## config.mk

```make
export PLATFORM = sky130hd
export DESIGN_NAME = multicycle_control_unit_flat
export DESIGN_NICKNAME = d
export VERILOG_FILES = /design/src/rtl/multicycle_control_unit_if.sv /design/src/rtl/multicycle_control_unit.sv /design/src/flat_wrapper.sv
export SDC_FILE = /design/constraint.sdc
export NUM_CORES = 1
export LEC_CHECK = 0
export ABC_AREA = 1
export CAP_MARGIN = 10
export CORE_MARGIN = 1.5
export CORE_UTILIZATION = 32
export DETAILED_ROUTE_END_ITERATION = 10
export HOLD_SLACK_MARGIN = 0.02
export MAX_ROUTING_LAYER = met4
export PLACE_DENSITY = 0.86
export SYNTH_ARGS = -nofsm -noshare
export SYNTH_HDL_FRONTEND = slang
export SYNTH_SLANG_ARGS = --single-unit
```

## constraint.sdc

```tcl
create_clock -name clk -period 1.3 [get_ports clk]
set_input_delay 0.13 -clock clk [delete_from_list [all_inputs] [get_ports clk]]
set_output_delay 0.13 -clock clk [all_outputs]
set_load 0.02 [all_outputs]
```

## src/rtl/multicycle_control_unit_if.sv

```systemverilog
// Memory handshake bundle between the multicycle control unit and the
// instruction/data memory ports.
//   imem_req   : instruction fetch request        (master -> slave)
//   imem_ready : instruction memory data valid    (slave  -> master)
//   dm_re      : data memory read request         (master -> slave)
//   dm_we      : data memory write request        (master -> slave)
//   dmem_ready : data memory access complete      (slave  -> master)
interface multicycle_control_unit_if;
  logic imem_req;
  logic imem_ready;
  logic dm_re;
  logic dm_we;
  logic dmem_ready;

  modport master (
    output imem_req,
    output dm_re,
    output dm_we,
    input  imem_ready,
    input  dmem_ready
  );

  modport slave (
    input  imem_req,
    input  dm_re,
    input  dm_we,
    output imem_ready,
    output dmem_ready
  );
endinterface

```

## src/rtl/multicycle_control_unit.sv

```systemverilog
// Multicycle RV32I control unit. Sequences each instruction through
// FETCH/DECODE/EXEC/MEM/WB and drives the datapath selects, with ready/valid
// memory handshakes, a wait-state timeout and sticky traps.
// Optional feature: define PERF_CNT_EN to build the retired-instruction counter.
// Ports:
//   clk, rst         : clock, synchronous active-high reset
//   inst             : instruction register contents
//   beq              : ALU equality flag, valid in EXEC
//   mem              : memory handshake interface (master side)
//   ir_we, pc_we     : IR load / PC update strobes
//   pc_sel, RF_we    : PC source, register file write enable
//   a_sel, b_sel     : ALU operand selects
//   wb_sel, imm_sel  : writeback source, immediate format
//   alu_sel          : ALU op
//   state            : current state (debug)
//   illegal, timeout : sticky trap causes
//   instret          : retired-instruction count (0 unless PERF_CNT_EN)
module multicycle_control_unit #(
  parameter int unsigned WAIT_MAX = 15,
  parameter int unsigned CNT_W    = 4
) (
  input  logic                            clk,
  input  logic                            rst,
  input  logic [31:0]                     inst,
  input  logic                            beq,
  multicycle_control_unit_if.master       mem,
  output logic                            ir_we,
  output logic                            pc_we,
  output logic                            pc_sel,
  output logic                            RF_we,
  output logic                            a_sel,
  output logic                            b_sel,
  output logic [1:0]                      wb_sel,
  output logic [2:0]                      imm_sel,
  output logic [3:0]                      alu_sel,
  output logic [2:0]                      state,
  output logic                            illegal,
  output logic                            timeout,
  output logic [31:0]                     instret
);

  typedef enum logic [2:0] {
    StFetch  = 3'd0,
    StDecode = 3'd1,
    StExec   = 3'd2,
    StMem    = 3'd3,
    StWb     = 3'd4,
    StTrap   = 3'd5
  } state_e;

  localparam logic [6:0] OpcLw     = 7'b0000011;
  localparam logic [6:0] OpcSw     = 7'b0100011;
  localparam logic [6:0] OpcOpImm  = 7'b0010011;
  localparam logic [6:0] OpcOp     = 7'b0110011;
  localparam logic [6:0] OpcJal    = 7'b1101111;
  localparam logic [6:0] OpcJalr   = 7'b1100111;
  localparam logic [6:0] OpcBranch = 7'b1100011;

  localparam logic [CNT_W-1:0] CntLast = CNT_W'(WAIT_MAX - 1);

  state_e           state_q;
  logic [CNT_W-1:0] cnt_q;
  logic             illegal_q;
  logic             timeout_q;

  logic is_lw, is_sw, is_opi, is_op, is_jal, is_jalr, is_br, is_legal;

  assign is_lw    = (inst[6:0] == OpcLw);
  assign is_sw    = (inst[6:0] == OpcSw);
  assign is_opi   = (inst[6:0] == OpcOpImm);
  assign is_op    = (inst[6:0] == OpcOp);
  assign is_jal   = (inst[6:0] == OpcJal);
  assign is_jalr  = (inst[6:0] == OpcJalr);
  assign is_br    = (inst[6:0] == OpcBranch);
  assign is_legal = is_lw | is_sw | is_opi | is_op | is_jal | is_jalr | is_br;

  // Only the opcode, funct3 and inst[30] steer control.
  logic unused_inst;
  assign unused_inst = ^{inst[31], inst[29:15], inst[11:7]};

  // The counter clears on every state change; a ready in the last allowed
  // wait cycle still wins over the timeout.
  always_ff @(posedge clk) begin
    if (rst) begin
      state_q   <= StFetch;
      cnt_q     <= '0;
      illegal_q <= 1'b0;
      timeout_q <= 1'b0;
    end else begin
      case (state_q)
        StFetch: begin
          if (mem.imem_ready) begin
            state_q <= StDecode;
            cnt_q   <= '0;
          end else if (cnt_q == CntLast) begin
            state_q   <= StTrap;
            timeout_q <= 1'b1;
            cnt_q     <= '0;
          end else begin
            cnt_q <= cnt_q + CNT_W'(1);
          end
        end
        StDecode: begin
          if (is_legal) begin
            state_q <= StExec;
          end else begin
            state_q   <= StTrap;
            illegal_q <= 1'b1;
          end
        end
        StExec: begin
          if (is_br)              state_q <= StFetch;
          else if (is_lw | is_sw) state_q <= StMem;
          else                    state_q <= StWb;
        end
        StMem: begin
          if (mem.dmem_ready) begin
            state_q <= is_lw ? StWb : StFetch;
            cnt_q   <= '0;
          end else if (cnt_q == CntLast) begin
            state_q   <= StTrap;
            timeout_q <= 1'b1;
            cnt_q     <= '0;
          end else begin
            cnt_q <= cnt_q + CNT_W'(1);
          end
        end
        StWb:    state_q <= StFetch;
        StTrap:  state_q <= StTrap;
        default: state_q <= StTrap;
      endcase
    end
  end

  always_comb begin
    mem.imem_req = 1'b0;
    mem.dm_re    = 1'b0;
    mem.dm_we    = 1'b0;
    ir_we        = 1'b0;
    pc_we        = 1'b0;
    pc_sel       = 1'b0;
    RF_we        = 1'b0;
    a_sel        = 1'b0;
    b_sel        = 1'b0;
    wb_sel       = 2'b00;
    imm_sel      = 3'b000;
    alu_sel      = 4'b0000;
    if (!rst) begin
      // Operand selects are set up in EXEC and held through MEM and WB.
      if (state_q inside {StExec, StMem, StWb}) begin
        a_sel   = is_jal | is_br;
        b_sel   = ~is_op;
        imm_sel = is_op  ? 3'b000 :
                  is_sw  ? 3'b010 :
                  is_br  ? 3'b011 :
                  is_jal ? 3'b100 : 3'b001;
        alu_sel = is_op  ? {inst[30], inst[14:12]} :
                  is_opi ? {1'b0, inst[14:12]} : 4'b0000;
      end
      case (state_q)
        StFetch: begin
          mem.imem_req = 1'b1;
          ir_we        = mem.imem_ready;
        end
        StExec: begin
          if (is_br) begin
            pc_we  = 1'b1;
            pc_sel = inst[12] ? ~beq : beq;
          end
        end
        StMem: begin
          mem.dm_re = is_lw;
          mem.dm_we = is_sw;
          pc_we     = is_sw & mem.dmem_ready;
        end
        StWb: begin
          RF_we  = 1'b1;
          pc_we  = 1'b1;
          pc_sel = is_jal | is_jalr;
          wb_sel = is_lw ? 2'b00 : (is_op | is_opi) ? 2'b01 : 2'b10;
        end
        default: ;
      endcase
    end
  end

  assign state   = rst ? 3'd0 : state_q;
  assign illegal = illegal_q & ~rst;
  assign timeout = timeout_q & ~rst;

`ifdef PERF_CNT_EN
  logic [31:0] instret_q;
  always_ff @(posedge clk) begin
    if (rst)        instret_q <= '0;
    else if (pc_we) instret_q <= instret_q + 32'd1;
  end
  assign instret = rst ? 32'd0 : instret_q;
`else
  assign instret = 32'd0;
`endif

endmodule

```

## src/flat_wrapper.sv

```systemverilog
// flat-port wrapper written by rule: the top's interface ports become plain ports
module multicycle_control_unit_flat 
#(
  parameter int unsigned WAIT_MAX = 15,
  parameter int unsigned CNT_W    = 4
)
  (clk, rst, inst, beq, ir_we, pc_we, pc_sel, RF_we, a_sel, b_sel, wb_sel, imm_sel, alu_sel, state, illegal, timeout, instret, mem_imem_req, mem_dm_re, mem_dm_we, mem_imem_ready, mem_dmem_ready);
  multicycle_control_unit_if mem_i ();
  input  logic clk;
  input  logic rst;
  input  logic [31:0] inst;
  input  logic beq;
  output logic ir_we;
  output logic pc_we;
  output logic pc_sel;
  output logic RF_we;
  output logic a_sel;
  output logic b_sel;
  output logic [1:0] wb_sel;
  output logic [2:0] imm_sel;
  output logic [3:0] alu_sel;
  output logic [2:0] state;
  output logic illegal;
  output logic timeout;
  output logic [31:0] instret;
  output wire logic [$bits(mem_i.imem_req)-1:0] mem_imem_req;
  output wire logic [$bits(mem_i.dm_re)-1:0] mem_dm_re;
  output wire logic [$bits(mem_i.dm_we)-1:0] mem_dm_we;
  input wire logic [$bits(mem_i.imem_ready)-1:0] mem_imem_ready;
  input wire logic [$bits(mem_i.dmem_ready)-1:0] mem_dmem_ready;
  assign mem_imem_req = mem_i.imem_req;
  assign mem_dm_re = mem_i.dm_re;
  assign mem_dm_we = mem_i.dm_we;
  assign mem_i.imem_ready = mem_imem_ready;
  assign mem_i.dmem_ready = mem_dmem_ready;
  multicycle_control_unit #(.WAIT_MAX(WAIT_MAX), .CNT_W(CNT_W)) u_core (.clk(clk), .rst(rst), .inst(inst), .beq(beq), .mem(mem_i), .ir_we(ir_we), .pc_we(pc_we), .pc_sel(pc_sel), .RF_we(RF_we), .a_sel(a_sel), .b_sel(b_sel), .wb_sel(wb_sel), .imm_sel(imm_sel), .alu_sel(alu_sel), .state(state), .illegal(illegal), .timeout(timeout), .instret(instret));
endmodule
```

After elaboration in Yosys (flattened, before gate mapping)
Index checks and enable logic that the tools add are counted.
{"block": "word_totals", "reg_bits": 9, "inputBits": 37, "wordCells": 92}
{"block": "op_classes", "addsub": 1, "n_eq_ne": 14, "muxes": 52, "n_bitwise": 16, "reduce_logical": 5}
{"cell": "$mux W3", "n": 15}
{"cell": "$mux W4", "n": 6}
{"cell": "$mux W1", "n": 22}
{"cell": "$eq A7 B7 Y1 const B", "n": 3}
{"cell": "$pmux W3 S5", "n": 1}
{"cell": "$eq A7 B6 Y1 const B", "n": 2}
{"cell": "$or A1 B1 Y1", "n": 9}
{"cell": "$mux W2", "n": 4}
{"cell": "$pmux W4 S2", "n": 1}
{"cell": "$eq A7 B2 Y1 const B", "n": 1}
{"cell": "$eq A7 B5 Y1 const B", "n": 1}
{"cell": "$eq A3 B2 Y1 const B", "n": 2}
{"cell": "$add A4 B1 Y4 const B", "n": 1}
{"cell": "$eq A4 B4 Y1 const B", "n": 1}
{"cell": "$ne A2 B2 Y1 const B", "n": 2}
{"cell": "$not A1 Y1", "n": 4}
{"cell": "$pmux W1 S2", "n": 2}
{"cell": "$and A1 B1 Y1", "n": 3}
{"cell": "$eq A3 B1 Y1 const B", "n": 1}
{"cell": "$eq A3 B3 Y1 const B", "n": 1}
{"cell": "$logic_not A3 Y1", "n": 1}
{"cell": "$pmux W1 S3", "n": 1}
{"cell": "$reduce_and A3 Y1", "n": 1}
{"cell": "$reduce_bool A3 Y1", "n": 1}
{"cell": "2 further kinds", "n": 2}

Depth between registers and ports, before layout
Gate-level depths: netlist of the first run.
{"block": "depth", "depth_word": 9, "mapped_depth": 8, "mapped_depth_nobuf": 8}

Worst setup path after synthesis of the first run
OpenSTA, ideal clock, no wires.
{"block": "synth_path", "path_kind": "register to output", "from": "register u_core.state_q[1]", "to": "output wb_sel[1]", "arrival_time_ns": 1.463, "slack_ns": -0.293, "path_stages_with_launch": 6, "path_buffers": 0, "cell_sequence": "dfxtp_1 nor2_2 inv_1 nor2_1 inv_1 nor4_1"}
{"block": "synth_via", "elab_chain_len": 3}
{"item": "start: declaration", "line_no": "multicycle_control_unit.sv:61", "source": "state_e state_q;"}
{"item": "start signal: assignment", "line_no": "multicycle_control_unit.sv:85", "source": "state_q <= StFetch;"}
{"item": "start signal: assignment", "line_no": "multicycle_control_unit.sv:93", "source": "state_q <= StDecode;"}
{"item": "start signal: assignment", "line_no": "multicycle_control_unit.sv:96", "source": "state_q <= StTrap;"}
{"item": "$eq A3 B3 Y1", "line_no": "multicycle_control_unit.sv:160", "source": "case (state_q)"}
{"item": "$mux W2", "line_no": "multicycle_control_unit.sv:160"}
{"item": "$mux W2", "line_no": "multicycle_control_unit.sv:148", "source": "if (!rst) begin"}
{"item": "end: declaration", "line_no": "flat_wrapper.sv:19", "source": "output logic [1:0] wb_sel;"}
No other way between the ends.

Worst setup path in the final report of the first run
{"block": "layout_path", "from": "register u_core.state_q[1]", "to": "output alu_sel[1]"}
{"block": "layout_via", "elab_chain_len": 4}
{"item": "$eq A3 B2 Y1 / $eq A3 B3 Y1 (equally long branches)", "line_no": "multicycle_control_unit.sv:150", "source": "if (state_q inside {StExec, StMem, StWb}) begin"}
{"item": "$reduce_bool A3 Y1 *", "line_no": "multicycle_control_unit.sv:150"}
{"item": "$mux W4 *", "line_no": "multicycle_control_unit.sv:150"}
{"item": "$mux W4 *", "line_no": "multicycle_control_unit.sv:148"}
{"item": "end: declaration", "line_no": "flat_wrapper.sv:21", "source": "output logic [3:0] alu_sel;"}
Mark *: on every way between the ends. The rest lies on a longest branch, timed or not.

==> reports/qor.yml, run 1 <==
required_ns: 1.17
ant_nets: 0
cp_max_fo: 7
synth.distinct_cells: 26
wirelength_um: 3920
antenna_found_initial: 0
synthTopCellsByArea: "buf_4 22%, dfxtp_1 17%, nand2_1 10%"
power_leakage_nw: 1.04
drtPass1Iterations: 5
period_share_pct: 127
grt_max_degree: 10
drc: 0
min_path_type: "input pin to register"
violations: "negative setup slack"
status: "finished, violations left"
whs_ns: 0.373
area_delta_synth_final_pct: 92.3
layout_setup_ws_ns: -0.348
start_util_pct: 33.0
fin_area_mm2: 0.00210
dpl.hpwl_um: 2570
dp_cells: 305
core-area_mm2: 0.00331
stdcell_count: 323
num-nets-final: 317
die_w_um: 61.4
hold_viol_final: 0
htreeDepth: 1
min_path_cells: 5
worstSetupPathType: "register to output port"
setup_violations: 24
drive_gt1_share_pct: 53.8
rr_worst_depth: 10
wl_per_cell_um: 12.1
grt_pass1_vias: 1290
worstSetupStartpointType: "register"
synth_top_area_cell: "buf_4"
yosysWarnings: 0
gp_congestion: 0.913
seq_area_frac_synth_pct: 16.5
clockRootBuffer: "clkbuf_4"
cts_hold_buf: 0
regArea_um2: 191
cts_tree: "yes"
dr.first_iter.drc_count: 39
grt_pass1_wl_um: 5570
die_y_um: 61.4
final_util_pct: 63.4
avgSynthCellArea_um2: 6.03
max_freq_mhz: 607
slowest_delay_ns: 0.37
cp-end-kind: "output port"
power_density_mw_per_mm2: 635
cts_max_path_buffers: 2
clkTransAtPathRegs_ns: 0.08
critPathArrivalTime_ns: 1.52
antenna_cells: 0
place_ws_ns: -0.861
crit_top_cell: "buf_4"
avgViaCountPerCell: 4.60
cpMaxStageDelayCell: "dfxtp_4"
final_cell_mix: "58 x buf_4, 32 x conb_1, 17 x buf_6, 16 x nand2_1, 15 x nand3_1"
ys_ff_latch: 9
io_pins: 92
synth_edf_count: 0
r2r_slack_ns: -0.14
rsz0062_at_grt: "yes"
numCtsBuffers: 3
skew_ns: 0.0119
async_flop_share_pct: 0
min-delay-start: "rst"
synth-main-ff-cell: "dfxtp_1"
holdPathEnd: "u_core.state_q[1]"
grtUsageTotal_pct: 19.9
rr_startpoint: "u_core.state_q[1]"
clock_latency_ns: 0.27
row_count: 21
cts.sinks: 9
placed_area_mm2: 0.00178
drv_slew: 0
layout_commonest_cell: "buf_4"
yosys.area.top_type_share_pct: 22.0
ir_drop_mv: 0.274
syn-instance-count: 181
num-fill-cells: 301
grt_overflow: 0
multi_input_area_um2: 928
crit_path_cell_trace: "nor2_4 -> inv_2 -> nand2_4 -> nand3_4 -> buf_4 -> nor3b_2 -> buf_4"
die_area_mm2: 0.00377
synthesis.area_mm2: 0.00109
rr_endpoint: "u_core.state_q[0]"
drv_cap: 0
io_buffers: 38
via_count: 1487
fin_crit_ns: 1.65
where the power goes:
part           switching (mW)  internal [mW]  leakage [nW]
sequential             0.0199          0.301        0.0756
clock                   0.111          0.119        0.0150
combinational           0.444          0.339         0.949
layer usage:
layer	wire length, um	global-route usage (%)	part of all wire, %	vias up
met5	0	-	0	-
met4	91	5.78	2.3	0
met3	191	2.31	4.9	12
met2	2130	36.6	54	68
met1	1510	22.4	38	703
li1	-	-	-	704
metrics by stage:
step | TNS [ns] | power (mW)
final | -4.79 | 1.33
after global routing | -6.55 | 1.40
after CTS | -4.01 | 1.18
after detailed placement | -16.14 | 0.926
after global placement | -14.88 | 0.912
after floorplan | -0.662 | 0.725
repair_timing:
item / 4_1_cts / 5_1_grt
cloned: 0 / 0
buffers inserted: 5 / 11
gates resized for setup: 164 / 43
pin swaps: 17 / 12
endpoints found under the setup margin: 28 / 32
logic make-up (layout without fill, tap and decap cells):
kind of cell	Yosys count	count (layout)	share of synthesized area, %
AOI/OAI and AO/OA	16	16	7.91
buffers and inverters	58	123	31.0
xor gates and xnor gates	2	2	1.61
other	1	32	0.344
and+or+nand+nor	93	93	40.4
DFF	9	9	16.5
adders and majority gates	2	2	2.29
critical path: cells and delay by family, from the launching register on:
family | cells | cell delay [ns]
flip-flops | 1 | 0.37
AND/OR/NAND/NOR | 4 | 0.47
buffers and inverters | 3 | 0.39
worst max path at each step:
stage | from | end | slack [ns] | cells after the start
finish | u_core.state_q[1] | alu_sel[1] | -0.35 | 7
global route | u_core.state_q[1] | alu_sel[1] | -0.40 | 7
detailed placement | inst[2] | alu_sel[0] | -0.86 | 7
CTS | u_core.state_q[0] | imm_sel[2] | -0.31 | 8
floorplan | inst[1] | alu_sel[0] | -0.15 | 6
global placement | inst[2] | alu_sel[2] | -0.78 | 7
synth_stat cells, types with 2 or more instances:
cell type,instances
buf_4,32
nand2_1,29
nor2_1,27
inv_1,23
nand3_1,19
a21oi_1,10
dfxtp_1,9
o21ai_0,4
nand4_1,3
nor3_1,3
nor3b_1,3
clkbuf_1,2
ha_1,2
nor2_2,2
nor4_1,2
layout make-up:
cell class	instances	area share (%)
Clock buffer	4	1.25
Tap cell	46	2.74
Multi-Input combinational cell	145	44.2
Timing Repair Buffer	95	38.2
Inverter	24	4.41
Sequential cell	9	9.12
flip-flops by register name (all words and copies together), names as in the netlist:
| name | cells |
|---|---|
| u_core.illegal_q | 1 |
| u_core.timeout_q | 1 |
| u_core.cnt_q | 4 |
| u_core.state_q | 3 |
Power figures use the tool's default switching activity.
==> inputs of run 2 (changes only) <==
- CELL_PAD_IN_SITES_DETAIL_PLACEMENT: not set -> 0
- CELL_PAD_IN_SITES_GLOBAL_PLACEMENT: not set -> 1
- CORE_UTILIZATION: 32 -> 38
- CTS_CLUSTER_SIZE: not set -> 25
- DONT_BUFFER_PORTS: not set -> 1
- PLACE_DENSITY: 0.86 -> 0.84
==> reports/qor.yml, run 2 (same netlist as run 1, synthesis figures left out) <==
use_met1_pct: 22.2
layout_setup_ws_ns: -0.262
rr_worst_depth: 10
cts_max_path_buffers: 2
antenna_cells: 0
grtUsageTotal_pct: 19.0
critPathArrivalTime_ns: 1.43
wirelength_um: 3010
clkTransAtPathRegs_ns: 0.05
use_met2_pct: 32.9
htreeDepth: 1
wl_per_cell_um: 11.9
min_path_type: "input pin to register"
die_area_mm2: 0.00320
setup_violations: 19
power_leakage_nw: 0.758
layout_commonest_cell: "conb_1"
antenna_found_initial: 0
io_pins: 92
num-fill-cells: 266
ir_drop_mv: 0.539
ant_nets: 0
largest_reg_flops: 4
drive_gt1_share_pct: 42.3
via_count: 1205
die_y_um: 56.6
min_path_cells: 3
period_share_pct: 120
core-area_mm2: 0.00273
area_delta_synth_final_pct: 44.3
numCtsBuffers: 3
skew_ns: 0.00533
dpl.hpwl_um: 2230
clockRootBuffer: "clkbuf_4"
gp_congestion: 0.893
grt_max_degree: 13
avgViaCountPerCell: 4.76
grt_pass1_vias: 1075
cp_max_fo: 6
io_buffers: 0
cp-end-kind: "output port"
die_w_um: 56.6
fin_crit_ns: 1.56
clock_latency_ns: 0.26
worstSetupPathType: "register to output port"
rsz0062_at_grt: "yes"
drv_slew: 0
final_cell_mix: "32 x conb_1, 27 x buf_4, 19 x nand2_1, 17 x inv_1, 15 x nor2_1"
reg.largest.list: "u_core.cnt_q: 4 flops, u_core.state_q: 3 flops"
status: "finished, violations left"
grt_pass1_wl_um: 4700
regMostFlops: "u_core.cnt_q"
cts_tree: "yes"
power_density_mw_per_mm2: 705
worstSetupStartpointType: "register"
violations: "negative setup slack"
cts.sinks: 9
tns_ns: -3.53
num-nets-final: 262
hold_viol_final: 0
dr.first_iter.drc_count: 77
busiest_layer: "met2"
start_util_pct: 39.9
use_met3_pct: 2.53
drc: 0
drtPass1Iterations: 4
grt_overflow: 0
stdcell_count: 253
max_freq_mhz: 640
drv_cap: 0
row_count: 19
required_ns: 1.17
dp_cells: 241
run 2: changes by cell type in the layout (fill, tap and decap cells not counted), sizes merged:
cell,before,now
buf,78,39
clkdlybuf4s50,7,0
dlygate4sd2,7,0
clkbuf,5,4
clkdlybuf4s15,1,0
dlygate4sd3,0,1
dlymetal6s2s,1,0
run 2: stage by stage:
stage	power (mW)	cell area [um2]	util (%)	hold slack (ns)	worst slack, ns
2_1_floorplan	0.725	1270	-	0.323	-0.148
3_3_place_gp	0.750	1300	47.6	0.198	-0.00750
3_5_place_dp	0.759	1300	47.6	0.204	-0.0218
4_1_cts	1.04	1460	53.2	0.115	-0.236
5_1_grt	1.19	1570	57.6	0.150	-0.360
6_report	1.11	1570	57.6	0.119	-0.262
run 2: worst max-delay path: stages (launching register included):
cell     delay, ns
dfxtp_4       0.36
nor2_4        0.11
inv_2         0.07
nand2_4       0.07
nand3_4       0.12
a21oi_4       0.18
nand2_4       0.09
nor2_4        0.18
run 2: worst paths after layout:
path / start / to / slack, ns
worst max register to register: u_core.state_q[1] / u_core.state_q[0] / -0.04
worst min register to register: u_core.timeout_q / u_core.timeout_q / 0.46
worst max-delay path: u_core.state_q[1] / imm_sel[2] / -0.26
worst min-delay path: rst / u_core.state_q[1] / 0.12
run 2: where the power goes:
part	leakage, nW	internal, mW	total [mW]	switching, mW
Sequential	0.0759	0.303	0.333	0.0306
Clock	0.0150	0.118	0.211	0.0929
Combinational	0.668	0.209	0.565	0.357
Total	0.758	0.629	1.11	0.480
run 2: area by class of cell:
cell class / instances / area [um2] / area share [%]
Timing Repair Buffer: 40 / 348 / 22.1
Sequential cell: 9 / 193 / 12.2
Tap cell: 31 / 38.8 / 2.46
Inverter: 24 / 92.6 / 5.88
Clock buffer: 4 / 26.3 / 1.67
Multi-Input combinational cell: 145 / 876 / 55.6
run 2: timing repair:
action	in CTS	in global routing
resized for setup	22	34
setup buffers	6	2
hold buffers	1	0
endpoints found under the setup margin	20	27
pin swaps	6	12
endpoints found under the hold margin	6	0
run 2: routing by layer:
layer  share of wire [%]  vias to the layer above
met1                  39                      556
li1                    -                      593
met4                 1.5                        0
met5                   0                        -
met2                  53                       49
met3                 6.0                        7
==> RTL change: new RTL, config.mk and constraints of run 2 <==
Register the output `timeout`, without a reset; this adds one clock of latency there. The other outputs are not delayed to match. Comments in the files are not updated.
--- a/src/rtl/multicycle_control_unit.sv
+++ b/src/rtl/multicycle_control_unit.sv
@@ -186,7 +186,9 @@
 
   assign state   = rst ? 3'd0 : state_q;
   assign illegal = illegal_q & ~rst;
-  assign timeout = timeout_q & ~rst;
+  always_ff @(posedge clk) begin
+    timeout <= timeout_q & ~rst;
+  end
 
 `ifdef PERF_CNT_EN
   logic [31:0] instret_q;
Formal check against the unedited RTL: same outputs for any inputs over 10 cycles, from zero or initial values and one cycle with rst high; that may be too few to reach the edited logic, so the function may still have changed.
==> RTL change against run 2 <==
The run still ends with negative setup slack left; total power shrank 6.0%; largest cell class unchanged; global-route usage shrank 2.9 points; synthesized area grew 1.6%; wire length shrank 13%; setup slack lost 0.027 ns; final area shrank 7.7%; highest routed layer is now met3; sequential cell count grew 1; utilization shrank 4.9 points; sequential share of layout area grew 2.4 points; largest power group unchanged; die area grew 1.5%; final cell count shrank 4.7%.
==> RTL change: results (changes against run 2) <==
* Distinct cell type count after synthesis: 25 (-3.8%)
- Global-route wire length before repair: 4080 um (-13%)
- The via count of the first global-routing pass was 996 (-7.3%).
* Vias after detailed routing: 1119 (-7.1%)
- The power spent charging and discharging nets was 411 uW (-14%).
- The sequential cell area fraction in the yosys report was 0.181 (+0.0154).
- Violations in the final reports: negative setup slack
- Final weighted congestion of routability-driven global placement: 0.849 (-4.9%)
- The maximum fanout encountered on the critical timing path was 7 (+1).
* Compound-cell area share of the yosys netlist: 0.0632 (-0.0159)
- The DRC violation total after the first TritonRoute iteration is 63 (-18%).
- The minimum setup slack in the final design came to -0.289 ns (-0.0265 ns).
- The post-CTS setup buffer count came to 5 (-1).
- The quantity of gates resized following cts was 16 (-27%).
* Uppermost layer routed: met3
- The maximum clock skew at final layout was 0.00219 ns (-0.00314 ns).
* Result of the run: complete, but fails checks
- The number of cells on the worst hold path is 4 (+1).
* Leakage: 0.000720 uW (-5.1%)
- The amount of wire on met3 after detailed routing is 197 um (+9.4%).
* XOR/XNOR Fraction of Synth Area: 0.0316 (+0.0155)
- The routed length on met2 came to 1350 um (-16%).
- Cell types occupying the most area after synthesis: buf_4 22%, dfxtp_1 18%, nor2_1 10%
- Ranking of synthesized cells by instance count: 32 x buf_4, 30 x nor2_1, 27 x nand2_1
* Crit-path max cell delay: 0.41 ns (+0.05 ns)
- Number of cells traversed by the worst register-to-register path: 9 (-1)
* Final HPWL DP: 2020 um (-9.7%)
* Number of filler cells placed in the layout: 268 (+0.75%)
- Final setup violation count: 16 (-3)
- Per-cell routed wire length: 10.9 um (-8.3%)
- The fraction of the mapped netlist area in adder cells came to 0.0226 (-0.000362).
==> RTL change: routing by layer <==
metal	track usage	up-vias
li1	-	564
met1	0.202	493
met2	0.269	62
met3	0.0204	0
met4	0.0432	0
met5	-	-
==> RTL change: layout make-up <==
class                           instances  area share
Multi-Input combinational cell        142       0.571
Timing Repair Buffer                   31       0.170
Sequential cell                        10       0.146
Inverter                               23      0.0612
Tap cell                               31      0.0267
Clock buffer                            4      0.0250
==> RTL change: per-stage QoR <==
step / instances / worst slack (ns) / setup TNS, ns / instance area [sq um]
after floorplan: 208 / -0.0972 / -0.484 / 1280
after detailed placement: 229 / -0.0378 / -0.106 / 1240
after CTS: 238 / -0.275 / -3.34 / 1380
after global routing: 241 / -0.362 / -4.56 / 1450
final: 241 / -0.289 / -3.15 / 1450
after global placement: 229 / -0.0167 / -0.0260 / 1240
==> RTL change: worst max-delay path: cells and delay by family (launching register included) <==
kind,cells,cell delay (ns)
buf+inv,1,0.08
compound gates,1,0.19
flops,1,0.41
simple gates,4,0.51
==> RTL change: worst paths after layout <==
path / start / to / slack (ns)
worst min register to register: u_core.timeout_q$_SDFFE_PP0P_ / u_core.timeout$_DFF_P_ / 0.43
worst max register to register: u_core.state_q[1]$_SDFF_PP0_ / u_core.cnt_q[0]$_SDFFE_PP0P_ / 0.05
worst min-delay path: rst / u_core.state_q[0]$_SDFF_PP0_ / 0.20
worst max-delay path: u_core.state_q[2]$_SDFF_PP0_ / imm_sel[0] / -0.29
==> RTL change: power by group through the flow <==
stage	sequential [uW]	combinational (uW)	clock [uW]
global route	360	453	296
finish	358	413	272
global placement	361	344	0
detailed placement	363	348	0
CTS	352	386	281
floorplan	357	356	0
